File: config.mk
export PLATFORM = sky130hd
export DESIGN_NAME = music_rom_arbiter
export DESIGN_NICKNAME = d
export VERILOG_FILES = /design/src/rtl/music_pkg.sv /design/src/rtl/music_rr_pick.sv /design/src/rtl/music_rom_arbiter.sv
export SDC_FILE = /design/constraint.sdc
export NUM_CORES = 1
export LEC_CHECK = 0
export ABC_AREA = 1
export CAP_MARGIN = 0
export CORE_ASPECT_RATIO = 0.6
export CORE_MARGIN = 3
export CORE_UTILIZATION = 31
export DETAILED_ROUTE_END_ITERATION = 16
export GPL_ROUTABILITY_DRIVEN = 1
export PLACE_DENSITY = 0.6
export SYNTH_ARGS = -nofsm -noshare
export SYNTH_HDL_FRONTEND = slang
export SYNTH_SLANG_ARGS = --single-unit
File: constraint.sdc
create_clock -name clk -period 2.46 [get_ports clk]
set_input_delay 0.492 -clock clk [delete_from_list [all_inputs] [get_ports clk]]
set_output_delay 0.492 -clock clk [all_outputs]
set_load 0.005 [all_outputs]
File: src/rtl/music_pkg.sv
`default_nettype none
// ============================================================================
//  Module   : music_pkg
//  Purpose  : Shared definitions for the music ROM arbitration slice:
//             requester ids, the in-flight tag record and the round-robin
//             successor helper.
//  Revision : 1.0 - initial release
// ============================================================================
package music_pkg;

    // Requester ids; 3 is never issued
    localparam int REQ_MUSIC       = 0;
    localparam int REQ_SFX         = 1;
    localparam int REQ_CPU         = 2;
    localparam int N_REQ           = 3;

    localparam int MUSIC_ROM_WIDTH = 17;

    // One stage of the read-tag pipeline: which requester owns the read
    // currently travelling through the ROM.
    typedef struct packed {
        logic       valid;
        logic [1:0] id;
    } music_tag_t;

    // Round-robin successor. Wraps by comparing against 2 rather than
    // relying on 2-bit overflow, because id 3 does not exist.
    function automatic logic [1:0] rr_next(input logic [1:0] id);
        return (id == 2'd2) ? 2'd0 : id + 2'd1;
    endfunction

endpackage
`default_nettype wire

File: src/rtl/music_rr_pick.sv
`default_nettype none
// ============================================================================
//  Module   : music_rr_pick
//  Purpose  : Combinational 3-way round-robin picker. Scans the eligible
//             vector starting just after the last granted requester.
//  Ports    : eligible[2:0]  in   requesters allowed to issue this cycle
//             last[1:0]      in   id granted most recently
//             grant_valid    out  some requester was picked
//             grant_id[1:0]  out  picked requester (0..2)
//  Revision : 1.0 - initial release
// ============================================================================
module music_rr_pick
    import music_pkg::*;
(
    input  logic [N_REQ-1:0] eligible,
    input  logic [1:0]       last,
    output logic             grant_valid,
    output logic [1:0]       grant_id
);

    logic [1:0] w_first;
    logic [1:0] w_second;
    logic [1:0] w_third;

    // Priority order for this cycle; the third slot is the last grantee,
    // so a lone requester is never locked out.
    assign w_first  = rr_next(last);
    assign w_second = rr_next(w_first);
    assign w_third  = rr_next(w_second);

    always_comb begin
        grant_valid = 1'b0;
        grant_id    = w_first;
        if (eligible[w_first]) begin
            grant_valid = 1'b1;
            grant_id    = w_first;
        end else if (eligible[w_second]) begin
            grant_valid = 1'b1;
            grant_id    = w_second;
        end else if (eligible[w_third]) begin
            grant_valid = 1'b1;
            grant_id    = w_third;
        end
    end

endmodule
`default_nettype wire

File: src/rtl/music_rom_arbiter.sv
`default_nettype none
// ============================================================================
//  Module   : music_rom_arbiter
//  Purpose  : Shares the single synchronous music ROM read port between the
//             music player, the sound-effect player and the CPU loader.
//             Round-robin grant, one address issued per clock, a tag
//             pipeline tracks each read to its one-cycle valid strobe.
//  Ports    : clk, reset_n (synchronous, active-low)
//             req[2:0]            read requests (0 music, 1 sfx, 2 cpu)
//             req_addr0..2        per-requester read address
//             rvalid[2:0]         one-cycle read-data strobe
//             rdata0..2           per-requester read data (held)
//             busy[2:0]           per-requester read in flight
//             rom_addr            registered ROM address
//             rom_data            ROM output data
//  Revision : 1.0 - initial release
// ============================================================================
module music_rom_arbiter
    import music_pkg::*;
#(
    parameter int ROM_WIDTH   = MUSIC_ROM_WIDTH,
    parameter int ROM_LATENCY = 1
) (
    input  logic                 clk,
    input  logic                 reset_n,
    input  logic [2:0]           req,
    input  logic [ROM_WIDTH-1:0] req_addr0,
    input  logic [ROM_WIDTH-1:0] req_addr1,
    input  logic [ROM_WIDTH-1:0] req_addr2,
    output logic [2:0]           rvalid,
    output logic [7:0]           rdata0,
    output logic [7:0]           rdata1,
    output logic [7:0]           rdata2,
    output logic [2:0]           busy,
    output logic [ROM_WIDTH-1:0] rom_addr,
    input  logic [7:0]           rom_data
);

    localparam logic [1:0] c_ID_MUSIC = 2'(REQ_MUSIC);
    localparam logic [1:0] c_ID_SFX   = 2'(REQ_SFX);
    localparam logic [1:0] c_ID_CPU   = 2'(REQ_CPU);
    // Pointer starts at cpu so music wins the first contention
    localparam logic [1:0] c_RR_RESET = c_ID_CPU;

    logic [2:0]           w_eligible;
    logic                 w_grant_valid;
    logic [1:0]           w_grant_id;
    logic [2:0]           w_grant_oh;
    logic [ROM_WIDTH-1:0] w_grant_addr;
    logic [2:0]           w_capture_oh;
    music_tag_t           w_final;

    music_tag_t           r_tag [ROM_LATENCY+1];
    logic [1:0]           r_last;
    logic [2:0]           r_busy;
    logic [2:0]           r_rvalid;
    logic [7:0]           r_rdata0;
    logic [7:0]           r_rdata1;
    logic [7:0]           r_rdata2;
    logic [ROM_WIDTH-1:0] r_rom_addr;

    // A requester with a read in flight cannot issue another
    assign w_eligible = req & ~r_busy;

    music_rr_pick u_pick (
        .eligible    (w_eligible),
        .last        (r_last),
        .grant_valid (w_grant_valid),
        .grant_id    (w_grant_id)
    );

    always_comb begin
        w_grant_oh   = 3'b000;
        w_grant_addr = req_addr0;
        if (w_grant_valid) begin
            case (w_grant_id)
                c_ID_MUSIC: begin w_grant_oh = 3'b001; w_grant_addr = req_addr0; end
                c_ID_SFX:   begin w_grant_oh = 3'b010; w_grant_addr = req_addr1; end
                c_ID_CPU:   begin w_grant_oh = 3'b100; w_grant_addr = req_addr2; end
                default:    ;
            endcase
        end
    end

    // The last tag stage lines up with the cycle rom_data answers the
    // address issued ROM_LATENCY+1 edges earlier.
    assign w_final = r_tag[ROM_LATENCY];

    always_comb begin
        w_capture_oh = 3'b000;
        if (w_final.valid) begin
            case (w_final.id)
                c_ID_MUSIC: w_capture_oh = 3'b001;
                c_ID_SFX:   w_capture_oh = 3'b010;
                c_ID_CPU:   w_capture_oh = 3'b100;
                default:    ;
            endcase
        end
    end

    always_ff @(posedge clk) begin
        if (!reset_n) begin
            for (int k = 0; k <= ROM_LATENCY; k++) begin
                r_tag[k] <= '0;
            end
        end else begin
            r_tag[0].valid <= w_grant_valid;
            r_tag[0].id    <= w_grant_id;
            for (int k = 1; k <= ROM_LATENCY; k++) begin
                r_tag[k] <= r_tag[k-1];
            end
        end
    end

    always_ff @(posedge clk) begin
        if (!reset_n) begin
            r_last     <= c_RR_RESET;
            r_busy     <= 3'b000;
            r_rvalid   <= 3'b000;
            r_rdata0   <= 8'h00;
            r_rdata1   <= 8'h00;
            r_rdata2   <= 8'h00;
            r_rom_addr <= '0;
        end else begin
            r_rvalid <= w_capture_oh;
            // Grant and capture never hit the same bit: a captured
            // requester is still busy this cycle and so not eligible.
            r_busy   <= (r_busy & ~w_capture_oh) | w_grant_oh;
            if (w_grant_valid) begin
                r_rom_addr <= w_grant_addr;
                r_last     <= w_grant_id;
            end
            if (w_capture_oh[0]) r_rdata0 <= rom_data;
            if (w_capture_oh[1]) r_rdata1 <= rom_data;
            if (w_capture_oh[2]) r_rdata2 <= rom_data;
        end
    end

    assign rvalid   = r_rvalid;
    assign busy     = r_busy;
    assign rdata0   = r_rdata0;
    assign rdata1   = r_rdata1;
    assign rdata2   = r_rdata2;
    assign rom_addr = r_rom_addr;

endmodule
`default_nettype wire
==> results.py <==
metrics = {
    "synthesis": {
        "netlist.top_cell.by_area": "dfxtp_1",
        "avg_inst_size_synth_um2": 7.17,
        "synthDistinctLibCells": 25,
        "synthTopCellsByArea": "dfxtp_1, nor2_1, o21ai_0",
        "synth_seq_cells": 55,
        "synthesis.instances": 351,
        "synthesis.area_um2": 2520,
        "synth.net_count": 419,
        "synthesis.yosys.warnings": 0,
        "yosysSeqAreaShare_pct": 43.7,
        "synth_top_cell_area_share_pct": 43.7,
    },
    "routing": {
        "detail_route.wl_per_cell_um": 13.6,
        "number_of_violations_reported_at_the_end_of_detailed_routing_iteration_0": 91,
        "routed_wl_mm": 7.81,
        "detail_route.first_pass.iterations": 5,
        "detail_route.drc_violations": 0,
        "route.vias.total": 2653,
        "detail-route-antenna-nets": 0,
        "via_per_inst": 4.61,
    },
    "timing": {
        "fin_worst_skew_ps": 2.53,
        "max_slew.worst_pin.slew_ps": 639,
        "worst_slew_margin_rel_pct": 57.3,
        "final.period_utilization_pct": 97.5,
        "timing.final.setup_violations": 0,
        "final_max_slew_viol_count": 0,
        "timing_hold_violations_final": 0,
        "setup-tns-final_ps": 0,
        "finalCriticalPeriod_ps": 2400,
        "fmaxAchievable_mhz": 417,
        "final_worst_setup_slack_ps": 60.3,
    },
    "layout": {
        "post-route-cell-area_um2": 4140,
        "post_route_cells_drive_above_1_share_pct": 11.7,
        "final_util_pct": 54.7,
        "final_cell_mix": "clkdlybuf4s50_1, nor2_1, dfxtp_1",
        "n_fill_cell": 741,
        "mostFrequentLayoutCell": "clkdlybuf4s50_1",
        "num_antenna_cells": 0,
        "syn2layout_area_growth_pct": 64.4,
        "layout.area.seq_um2": 1100,
        "final_nets": 539,
        "multi_input_area_um2": 1220,
    },
    "setup_path": {
        "timing_worst_setup_path_type": "in -> reg",
        "critical_path.endpoint_type": "flip-flop",
        "critPathMaxFanout": 8,
        "timing.critical_path.from_type": "primary input",
        "crit_start": "req[0]",
        "timing.critical_path.required_ps": 2650,
        "critical_path_arrival_ps": 2590,
        "launch_instance_of_the_worst_register_to_register_path": "r_last[1]$_SDFFE_PN1P_",
    },
    "status": {
        "outcome": "finished clean",
    },
    "place": {
        "postPlaceCellArea_um2": 3850,
        "gp_congestion": 0.857,
        "placement.io_buffers": 110,
        "detailedPlacementHpwl_mm": 5.58,
        "pre_cts_setup_slack_ps": -277,
    },
    "clocking": {
        "worst_setup_hold_path_clk_slew_ps": 70,
        "clock_latency_ps": 290,
        "tritoncts": "done",
        "max-clock-path-buffers": 2,
        "cts-buffers-inserted": 5,
        "root_buffer": "clkbuf_16",
        "cts.sink_count": 55,
        "count_of_h_tree_levels_built_during_cts": 2,
    },
    "grt": {
        "grt_antenna_before_repair": 0,
        "track_usage_pct": 16.7,
        "grt_overflow": 0,
        "grt_max_degree": 49,
        "grt_first_pass_wirelength_mm": 12.2,
        "vias_in_the_first_global_route": 2480,
    },
    "power_and_ir_drop": {
        "power_density_nw_per_um2": 1160,
        "p_leak_nw": 1.78,
        "vdd_ir_drop_max_uv": 567,
        "power_w": 0.00481,
    },
    "die": {
        "start_util_pct": 33.3,
        "die_height_um": 75.8,
        "die_area_um2": 9270,
        "core_area_um2": 7570,
        "row_count": 24,
        "floorplan.io_pins": 111,
        "floorplan.die.width_um": 122,
    },
    "min_path": {
        "holdCritStartpoint": "r_tag[0][2]$_SDFF_PN0_",
        "worstHoldPathType": "reg -> reg",
    },
    "job": {
        "drv_cap": 0,
    },
}
==> state kept, by name (all words and copies together), names as in the netlist <==
signal and flops:
busy 3, rdata1 8, r_last 2, r_tag 6, rdata0 8, rdata2 8, rom_addr 17, rvalid 3
==> report_power, final <==
part	switching (W)	leakage, nW	internal [W]
Clock	0.000314	0.0741	0.000408
Combinational	0.00140	1.26	0.00144
Sequential	0.000131	0.451	0.00111
Total	0.00185	1.78	0.00296
==> final cells by class <==
class / count / share of cell area (%)
repair buffers: 130 / 32.6
multi-input cells: 232 / 29.6
flip-flops and latches: 55 / 26.6
inverters: 47 / 4.38
clock buffers: 7 / 3.45
well taps: 104 / 3.14
clock inverters: 1 / 0.212
==> synthesized netlist by cell type, drive strengths merged <==
| master | count |
|---|---|
| dfxtp | 55 |
| a21oi | 11 |
| nand3b | 1 |
| nand3 | 5 |
| clkbuf | 12 |
| o21ai | 61 |
| nor2 | 83 |
| nor3 | 2 |
| buf | 5 |
| ha | 4 |
| clkinv | 1 |
| a22o | 17 |
| inv | 46 |
| nand2 | 48 |
==> logic make-up after synthesis <==
| kind of cell | after synthesis | share of synthesized area (%) |
|---|---|---|
| compound gates | 89 | 20.2 |
| fa+ha+maj | 4 | 1.99 |
| buf+inv | 64 | 10.3 |
| flops | 55 | 43.7 |
| simple gates | 139 | 23.7 |
==> through the flow <==
step,hold WS (ps),std cells
floorplan,390,351
detailed placement,401,564
CTS,418,572
finish,413,576
global placement,399,564
global route,436,576
==> path summary, 6_finish.rpt <==
check / endpoint / slack [ps] / cells after the start
max reg2reg: rom_addr[6]$_SDFFE_PN0P_ / 220 / 16
min: r_tag[0][5]$_SDFF_PN0_ / 410 / 2
min reg2reg: r_tag[0][5]$_SDFF_PN0_ / 410 / 2
max: rom_addr[6]$_SDFFE_PN0P_ / 60 / 17
==> critical path, cell delays in order <==
cell             delay [ps]
clkdlybuf4s50_1         450
inv_1                    50
nor2_1                  180
nand2_1                  90
nand2_2                  90
nor2_4                   50
nand2_1                  60
nand2_1                  50
nand2_2                 140
inv_4                    70
ha_4                    190
clkbuf_16               170
a22o_1                  200
nand2_1                  50
o21ai_0                  80
nor2_1                  110
nor2_1                   50
==> timing repair <==
action	4_1_cts	5_1_grt
setup buffers	0	2
hold buffers	0	0
setup endpoints to repair	0	17
gates resized for setup	0	20
endpoints found under the hold margin	0	0
==> layer usage <==
metal  global-route usage [%]  up-vias  wire (µm)
li1                         -     1355          -
met1                     23.1     1220       3860
met2                     25.7       70       3390
met3                     5.56        8        510
met4                     3.60        0         54
met5                        0        -          0
No activity file was read; power rests on OpenSTA's default activity.
